--- src/rtl/uart_rx_cfg.sv ---
// Configurable UART receiver: 2-flop synchronizer, 3-sample majority vote,
// per-frame latched format, and a valid/ready output holding one frame.
module uart_rx_cfg #(
    parameter int DATA_W     = 8,
    parameter int PRESCALE_W = 6
) (
    input  logic                  CLK,
    input  logic                  RST,
    input  logic                  RX_IN,
    input  logic [PRESCALE_W-1:0] Prescale,
    input  logic [3:0]            DATA_LEN,
    input  logic                  PAR_EN,
    input  logic                  PAR_TYP,
    input  logic                  STOP2,
    input  logic                  out_ready,
    output logic [DATA_W-1:0]     P_DATA,
    output logic                  data_valid,
    output logic                  Parity_Error,
    output logic                  Stop_Error,
    output logic                  Overrun_Error,
    output logic                  busy
);

    typedef enum logic [2:0] {IDLE, START, DATA, PARITY, STOP} state_t;

    localparam logic [PRESCALE_W-1:0] P_MIN   = PRESCALE_W'(4);
    localparam logic [PRESCALE_W-1:0] P_ONE   = PRESCALE_W'(1);
    localparam logic [3:0]            LEN_MAX = 4'(DATA_W);

    logic                  sync1_q, rxs_q, rxs_prev_q;
    state_t                state_q, state_d;
    logic [PRESCALE_W-1:0] cnt_q, cnt_d;
    logic [3:0]            bit_q, bit_d;
    logic [PRESCALE_W-1:0] p_q, p_d;
    logic [3:0]            len_q, len_d;
    logic                  par_en_q, par_en_d, par_typ_q, par_typ_d, stop2_q, stop2_d;
    logic [DATA_W-1:0]     shift_q, shift_d;
    logic                  par_acc_q, par_acc_d, perr_q, perr_d, serr_q, serr_d;
    logic                  s0_q, s0_d, s1_q, s1_d;
    logic [DATA_W-1:0]     pdata_q, pdata_d;
    logic                  dv_q, dv_d, pe_q, pe_d, se_q, se_d, ovr_q, ovr_d;

    logic [PRESCALE_W-1:0] half;
    logic                  smp_lo, smp_mid, smp_hi, wrap, maj, complete;

    assign half    = p_q >> 1;
    assign smp_lo  = (cnt_q == half - P_ONE);
    assign smp_mid = (cnt_q == half);
    assign smp_hi  = (cnt_q == half + P_ONE);
    assign wrap    = (cnt_q == p_q - P_ONE);
    assign maj     = (s0_q & s1_q) | (s0_q & rxs_q) | (s1_q & rxs_q);

    always_comb begin
        // NOTE: every _d gets its hold value first so no path through the case infers a latch.
        state_d   = state_q;
        cnt_d     = wrap ? '0 : cnt_q + P_ONE;
        bit_d     = bit_q;
        p_d       = p_q;
        len_d     = len_q;
        par_en_d  = par_en_q;
        par_typ_d = par_typ_q;
        stop2_d   = stop2_q;
        shift_d   = shift_q;
        par_acc_d = par_acc_q;
        perr_d    = perr_q;
        serr_d    = serr_q;
        s0_d      = smp_lo  ? rxs_q : s0_q;
        s1_d      = smp_mid ? rxs_q : s1_q;
        pdata_d   = pdata_q;
        dv_d      = dv_q;
        pe_d      = pe_q;
        se_d      = se_q;
        ovr_d     = 1'b0;
        complete  = 1'b0;

        case (state_q)
            IDLE: begin
                cnt_d = '0;
                bit_d = '0;
                if (rxs_prev_q && !rxs_q) begin
                    state_d   = START;
                    p_d       = (Prescale < P_MIN) ? P_MIN : Prescale;
                    len_d     = (DATA_LEN < 4'd5 || DATA_LEN > LEN_MAX) ? LEN_MAX : DATA_LEN;
                    par_en_d  = PAR_EN;
                    par_typ_d = PAR_TYP;
                    stop2_d   = STOP2;
                    shift_d   = '0;
                    par_acc_d = 1'b0;
                    perr_d    = 1'b0;
                    serr_d    = 1'b0;
                end
            end
            START: begin
                if (smp_hi && maj) begin
                    state_d = IDLE;
                    cnt_d   = '0;
                end else if (wrap) begin
                    state_d = DATA;
                end
            end
            DATA: begin
                if (smp_hi) begin
                    shift_d   = {maj, shift_q[DATA_W-1:1]};
                    par_acc_d = par_acc_q ^ maj;
                end
                if (wrap) begin
                    if (bit_q == len_q - 4'd1) begin
                        bit_d   = '0;
                        state_d = par_en_q ? PARITY : STOP;
                    end else begin
                        bit_d = bit_q + 4'd1;
                    end
                end
            end
            PARITY: begin
                if (smp_hi) perr_d = par_acc_q ^ maj ^ par_typ_q;
                if (wrap)   state_d = STOP;
            end
            STOP: begin
                if (wrap) bit_d = bit_q + 4'd1;
                if (smp_hi) begin
                    if (!maj) serr_d = 1'b1;
                    // Leave on the last stop sample so a following start edge is not missed.
                    if (!stop2_q || bit_q == 4'd1) begin
                        state_d  = IDLE;
                        cnt_d    = '0;
                        bit_d    = '0;
                        complete = 1'b1;
                    end
                end
            end
            default: state_d = IDLE;
        endcase

        if (dv_q && out_ready) dv_d = 1'b0;
        if (complete) begin
            if (!dv_q || out_ready) begin
                dv_d    = 1'b1;
                pdata_d = shift_q >> (LEN_MAX - len_q);
                pe_d    = perr_q;
                se_d    = serr_d;
            end else begin
                ovr_d = 1'b1;
            end
        end
    end

    always_ff @(posedge CLK) begin
        // NOTE: sequential state uses non-blocking assignments only, so every flop sees pre-edge values.
        if (!RST) begin
            sync1_q    <= 1'b1;
            rxs_q      <= 1'b1;
            rxs_prev_q <= 1'b1;
            state_q    <= IDLE;
            cnt_q      <= '0;
            bit_q      <= '0;
            p_q        <= P_MIN;
            len_q      <= LEN_MAX;
            par_en_q   <= 1'b0;
            par_typ_q  <= 1'b0;
            stop2_q    <= 1'b0;
            shift_q    <= '0;
            par_acc_q  <= 1'b0;
            perr_q     <= 1'b0;
            serr_q     <= 1'b0;
            s0_q       <= 1'b1;
            s1_q       <= 1'b1;
            pdata_q    <= '0;
            dv_q       <= 1'b0;
            pe_q       <= 1'b0;
            se_q       <= 1'b0;
            ovr_q      <= 1'b0;
        end else begin
            sync1_q    <= RX_IN;
            rxs_q      <= sync1_q;
            rxs_prev_q <= rxs_q;
            state_q    <= state_d;
            cnt_q      <= cnt_d;
            bit_q      <= bit_d;
            p_q        <= p_d;
            len_q      <= len_d;
            par_en_q   <= par_en_d;
            par_typ_q  <= par_typ_d;
            stop2_q    <= stop2_d;
            shift_q    <= shift_d;
            par_acc_q  <= par_acc_d;
            perr_q     <= perr_d;
            serr_q     <= serr_d;
            s0_q       <= s0_d;
            s1_q       <= s1_d;
            pdata_q    <= pdata_d;
            dv_q       <= dv_d;
            pe_q       <= pe_d;
            se_q       <= se_d;
            ovr_q      <= ovr_d;
        end
    end

    assign P_DATA        = pdata_q;
    assign data_valid    = dv_q;
    assign Parity_Error  = pe_q;
    assign Stop_Error    = se_q;
    assign Overrun_Error = ovr_q;
    assign busy          = (state_q != IDLE);

endmodule
--- config.mk ---
export PLATFORM = sky130hd
export DESIGN_NAME = uart_rx_cfg
export DESIGN_NICKNAME = d
export VERILOG_FILES = /design/src/rtl/uart_rx_cfg.sv
export SDC_FILE = /design/constraint.sdc
export NUM_CORES = 1
export LEC_CHECK = 0
export CORE_MARGIN = 4
export CORE_UTILIZATION = 60
export CTS_CLUSTER_SIZE = 28
export DETAILED_ROUTE_END_ITERATION = 7
export PLACE_DENSITY = 0.89
export SYNTH_ARGS = -nofsm -noshare
export SYNTH_HDL_FRONTEND = slang
export SYNTH_SLANG_ARGS = --single-unit
--- constraint.sdc ---
create_clock -name CLK -period 5.89 [get_ports CLK]
set_input_delay 1.178 -clock CLK [delete_from_list [all_inputs] [get_ports CLK]]
set_output_delay 1.178 -clock CLK [all_outputs]
set_load 0.01 [all_outputs]
* After elaboration in Yosys (flattened, before gate mapping)
Index checks and enable logic that the tools add are counted.
Storage, ports and cells: bits of input ports 17, register bits after elaboration 54, RAM bits 0, output and inout bits 13, logic and storage cells 122, memory bits (read-only) 0, latch bits 0, memories kept 0
Cells by class: reduce and logical (&&, ||, !) cells 21, multiply operators 0, divide/modulo/power cells 0, add/sub/neg operators 7, equal/unequal tests 19, order comparisons 3, mux-type cells 42, shift-type cells 1, bitwise gates (word level) 7
Operators by type and width (count):
- 2-to-1 mux 6 bit | 5
- 2-to-1 mux 3 bit | 9
- 2-to-1 mux 4 bit | 6
- equality test 6 bit | 3
- case mux 6 bit (3 select lines) | 1
- 2-to-1 mux 8 bit | 2
- != test 2 bit, second input constant | 8
- case mux 8 bit (2 select lines) | 1
- case mux 3 bit (5 select lines) | 1
- 2-to-1 mux 1 bit | 13
- case mux 4 bit (3 select lines) | 1
- AND reduction 2 bit | 4
- right shift 8 x 4 -> 8 bit | 1
- AND reduction 7 bit | 1
- adder 5 x 1 -> 6 bit, second input constant | 1
- adder 6 x 1 -> 6 bit, second input constant | 1
- equality test 3 x 2 -> 1 bit, second input constant | 2
- equality test 6 x 5 -> 1 bit | 1
- less-than comparator 6 x 3 -> 1 bit, second input constant | 1
- case mux 1 bit (2 select lines) | 3
- AND reduction 3 bit | 2
- nonzero test 3 bit | 2
- subtractor 5 x 1 -> 6 bit, second input constant | 1
- subtractor 6 x 1 -> 6 bit, second input constant | 1
- 18 further kinds | 29

* Logic depth before layout (Yosys ltp)
depth after elaboration 7, gate-level depth with buffers 10, gate-level depth less buffers 9

* Worst setup path before layout
No wires, ideal clock.
kind register to register, start register p_q[2], end register bit_q[2], setup time 122 ps, clock period less this slack 2536 ps, stages on the path, launching flop included 11, arrival time 2414 ps, setup slack 3354 ps, buffers on the path 1, data required time 5768 ps, path through dfxtp_1 -> buf_2 -> inv_1 -> ha_1 -> xnor2_1 -> nand2b_4 -> or3b_1 -> o311a_1 -> o21ai_2 -> nor2_1 -> a221o_1
On the way: cells in the longest elaborated chain, start to end 6, elaborated cells on any way between the ends 10, those cells by class 2 x add/sub; 3 x eq/ne; 4 x mux; 1 x reduce/logical
Ends and longest elaborated chain:
- from (decl) | RTL line 34 | logic [PRESCALE_W-1:0] p_q, p_d;
- from (signal assigned) | RTL line 180 | p_q <= p_d;
- subtractor 6 x 1 -> 6 bit | RTL line 50 | assign wrap = (cnt_q == p_q - P_ONE);
- equality test 6 bit | RTL line 50
- 2-to-1 mux 4 bit | RTL line 120 | if (wrap) bit_d = bit_q + 4'd1;
- 2-to-1 mux 4 bit | RTL line 124 | if (!stop2_q || bit_q == 4'd1) begin
- 2-to-1 mux 4 bit | RTL line 121 | if (smp_hi) begin
- case mux 4 bit (3 select lines) | RTL line 76 | case (state_q)
- to (signal assigned) | RTL line 179 | bit_q <= bit_d;
- to (decl) | RTL line 33 | logic [3:0] bit_q, bit_d;
Parallel ways exist; a longest one is shown, timed or not. A chain may end at the register's enable or synchronous reset.

==> flow_summary.ini <==
[worst_setup_path]
worst-endpoint-required_ns = 6.15
r2r_setup_slack_ns = 2.49
reg2reg_to = shift_q[7]
slowest_delay_ns = 0.93
path_max_fanout = 33
crit_chain = clkdlybuf4s50_1 -> inv_1 -> or3_1 -> nor4b_1 -> a221o_1
worst-path-buf-inv = 2
worstPathArrival_ns = 3.81
startpoint_type = input pin
reg2reg_depth = 8
crit_family = buffers and inverters
cp-end-kind = register
crit_slowest_cell = clkdlybuf4s50_1
critPathKind = input pin to register
r2r_start = p_q[2]

[layout]
seqCellArea_mm2 = 0.00108
multi_input_area_mm2 = 0.00185
layout.nets = 423
area_growth_pct = 12.4
n_fill_cell = 381
drive_gt1_frac = 0.0553
diodes = 0

[power]
leakagePower_nw = 1.19
power_density_mw_per_mm2 = 196
p_total_w = 0.000679
seqPwrFrac = 0.558
share_comb_of_total_power = 0.110
power.internal_w = 0.000500
switchingPower_w = 0.000179
swShare = 0.263
p_clk_frac = 0.332
peakVddDrop_uv = 118

[cts]
clock-sinks = 54
cts_buffers = 5
htreeDepth = 2
cts_resized = 0
clk_path_buf_depth = 2
cts_tree = done
postCtsSetupRepairBufs = 0
clock_latency_ns = 0.31
cts_root_buffer = clkbuf_8
clkTransAtPathRegs_ns = 0.10
cts_hold_buf = 0

[routing]
wirelength_um = 6830
first_iter_violations = 315
routedWlPerCell_um = 14.7
antenna_left = 0
drt_first_pass_iters = 5
drcViolationCount = 0
num_vias = 2754
viasPerCell = 5.92

[floorplanning]
die_w_um = 79.7
die_h_um = 79.7
pin_count = 30
core_mm2 = 0.00485
die_area_mm2 = 0.00636
rows = 25
initial_core_util = 0.637

[synth]
synth_top_flop_cell = dfxtp_1
ys_ff_latch = 54
synth.cell_area_mm2 = 0.00309
synth-edff-count = 0
async_reset_ff_frac = 0
synth_cell_types = 54
syn_nets = 408
syn_avg_cell_area_um2 = 8.08
netlist_instances = 382
yosys_warnings = 0
yosysSeqAreaShare = 0.350

[hold_path]
hp-class = register to register
hold_path.startpoint = sync1_q
hold_depth = 1
holdPathEnd = rxs_q

[global_route]
grt_antenna_before_repair = 0
gr-total-overflow = 0
grt_util_met2 = 0.406
grt_pass1_wl_um = 12100
grt_max_degree = 34
grt_pass1_vias = 2671
grt-busiest-layer = met2
use_met1 = 0.299
grt_use_met3 = 0.0372
grt_use_total = 0.236

[sta]
post-route-min-period_ns = 3.55
min_period_over_period = 0.603
skew_ns = 0.00780
relSlewSlack = 0.321
hold_viol = 0
tns_ns = 0
setup_viol = 0
max_clock_freq_ghz = 0.281
tightest_slew_ns = 1.02
rsz0062_at_grt = no
slew_violations = 0

[placed_design]
gp_congestion = 0.903
io_buffer_count = 29
place_hpwl_um = 4990

[status]
status = complete, no violations

[run]
cap_violations = 0
==> worst max-delay path by stage <==
stage / startpoint / endpoint / slack [ns] / cells past startpoint
finish: RST / bit_q[2] / 2.34 / 5
CTS: RST / bit_q[2] / 2.36 / 5
floorplan: p_q[2] / bit_q[2] / 3.35 / 10
global placement: RST / bit_q[2] / 2.15 / 5
detailed placement: RST / bit_q[2] / 2.06 / 5
global route: RST / bit_q[2] / 2.12 / 5
==> cell usage in the layout, fill, tap and decap left out, types with 4 or more instances in the layout <==
cell,netlist,layout
dfxtp_1,54,54
inv_1,13,13
a31oi_1,5,5
nand3_1,22,22
clkbuf_8,0,6
a21oi_1,34,34
o21ai_0,13,13
nor3_1,9,9
nand4_1,4,4
or3_1,6,6
xor2_1,16,16
xnor2_1,17,17
clkdlybuf4s50_1,0,29
nand2_1,57,57
ha_1,9,9
nand2b_1,9,9
o211ai_1,10,10
nor2_1,26,26
mux2i_1,11,11
==> per-layer routing <==
layer / vias up / part of all wire
met3: 14 / 0.057
met4: 0 / 0.015
met5: - / 0
met2: 95 / 0.49
met1: 1291 / 0.44
li1: 1354 / -
==> worst reg2reg max path, cell delays in order, from the launching register on <==
cell,delay (ns)
dfxtp_1,0.57
inv_1,0.13
ha_1,0.31
xnor2_1,0.35
nand2b_4,0.10
nor4_4,0.87
a21oi_1,0.48
or2_2,0.41
a21oi_1,0.13
==> power groups by stage <==
stage	Clock, W	Combinational (W)	Sequential, W
after global placement	0	0.0000715	0.000387
after CTS	0.000227	0.0000745	0.000379
after global routing	0.000242	0.0000830	0.000380
final	0.000225	0.0000748	0.000379
after floorplan	0	0.0000553	0.000382
after detailed placement	0	0.0000740	0.000387
==> flip-flops by register name (all words and copies together) (netlist names), 3 cells and up <==
signal	cells
state_q	3
len_q	4
cnt_q	6
P_DATA	8
shift_q	8
p_q	6
bit_q	4
==> stage by stage <==
step	setup WS (ns)	hold slack [ns]	area, um2	std cells	util
6_report	2.34	0.424	3470	465	0.716
5_1_grt	2.12	0.455	3470	465	0.716
4_1_cts	2.36	0.427	3470	465	0.716
3_5_place_dp	2.06	0.400	3370	457	0.695
3_3_place_gp	2.15	0.393	3370	457	0.695
2_1_floorplan	3.35	0.386	3090	382	-
==> synth_stat cells (2+ instances only) <==
| cell | number | area [um2] |
|---|---|---|
| nor3_1 | 9 | 45.0 |
| or4_1 | 2 | 15.0 |
| nand2b_1 | 9 | 56.3 |
| a21o_1 | 3 | 22.5 |
| a22o_1 | 2 | 17.5 |
| nor4b_1 | 2 | 17.5 |
| a21oi_1 | 34 | 170 |
| or3_1 | 6 | 37.5 |
| buf_2 | 3 | 15.0 |
| nand2_1 | 57 | 214 |
| o211ai_1 | 10 | 75.1 |
| a41oi_1 | 2 | 17.5 |
| nor4_4 | 2 | 42.5 |
| or2_2 | 2 | 12.5 |
| clkbuf_1 | 16 | 60.1 |
| mux2i_1 | 11 | 110 |
| xnor2_1 | 17 | 149 |
| ha_1 | 9 | 113 |
| inv_1 | 13 | 48.8 |
| o22ai_1 | 2 | 12.5 |
| nor2b_1 | 3 | 18.8 |
| dfxtp_1 | 54 | 1080 |
| nand2b_4 | 2 | 27.5 |
| a31oi_1 | 5 | 31.3 |
| xor2_1 | 16 | 140 |
| nand3_1 | 22 | 110 |
| o21ai_0 | 13 | 65.1 |
| nor2_1 | 26 | 97.6 |
| nand4_1 | 4 | 25.0 |
| buf_4 | 2 | 15.0 |
==> kinds of logic (layout without fill, tap and decap cells) <==
kind of cell | after synthesis | in the layout | synth area share
compound gates | 82 | 82 | 0.164
flops | 54 | 54 | 0.350
xor+xnor | 33 | 33 | 0.0936
mux | 13 | 13 | 0.0466
fa+ha+maj | 10 | 10 | 0.0397
simple gates | 153 | 153 | 0.255
buf+inv | 37 | 53 | 0.0511
==> final cells by class <==
| type | instances | share of cell area |
|---|---|---|
| multi-input cells | 291 | 0.533 |
| flip-flops and latches | 54 | 0.312 |
| repair buffers | 31 | 0.0880 |
| well taps | 67 | 0.0242 |
| clock buffers | 6 | 0.0238 |
| inverters | 14 | 0.0151 |
| clock inverters | 2 | 0.00469 |
(Power assumes the default switching activity.)
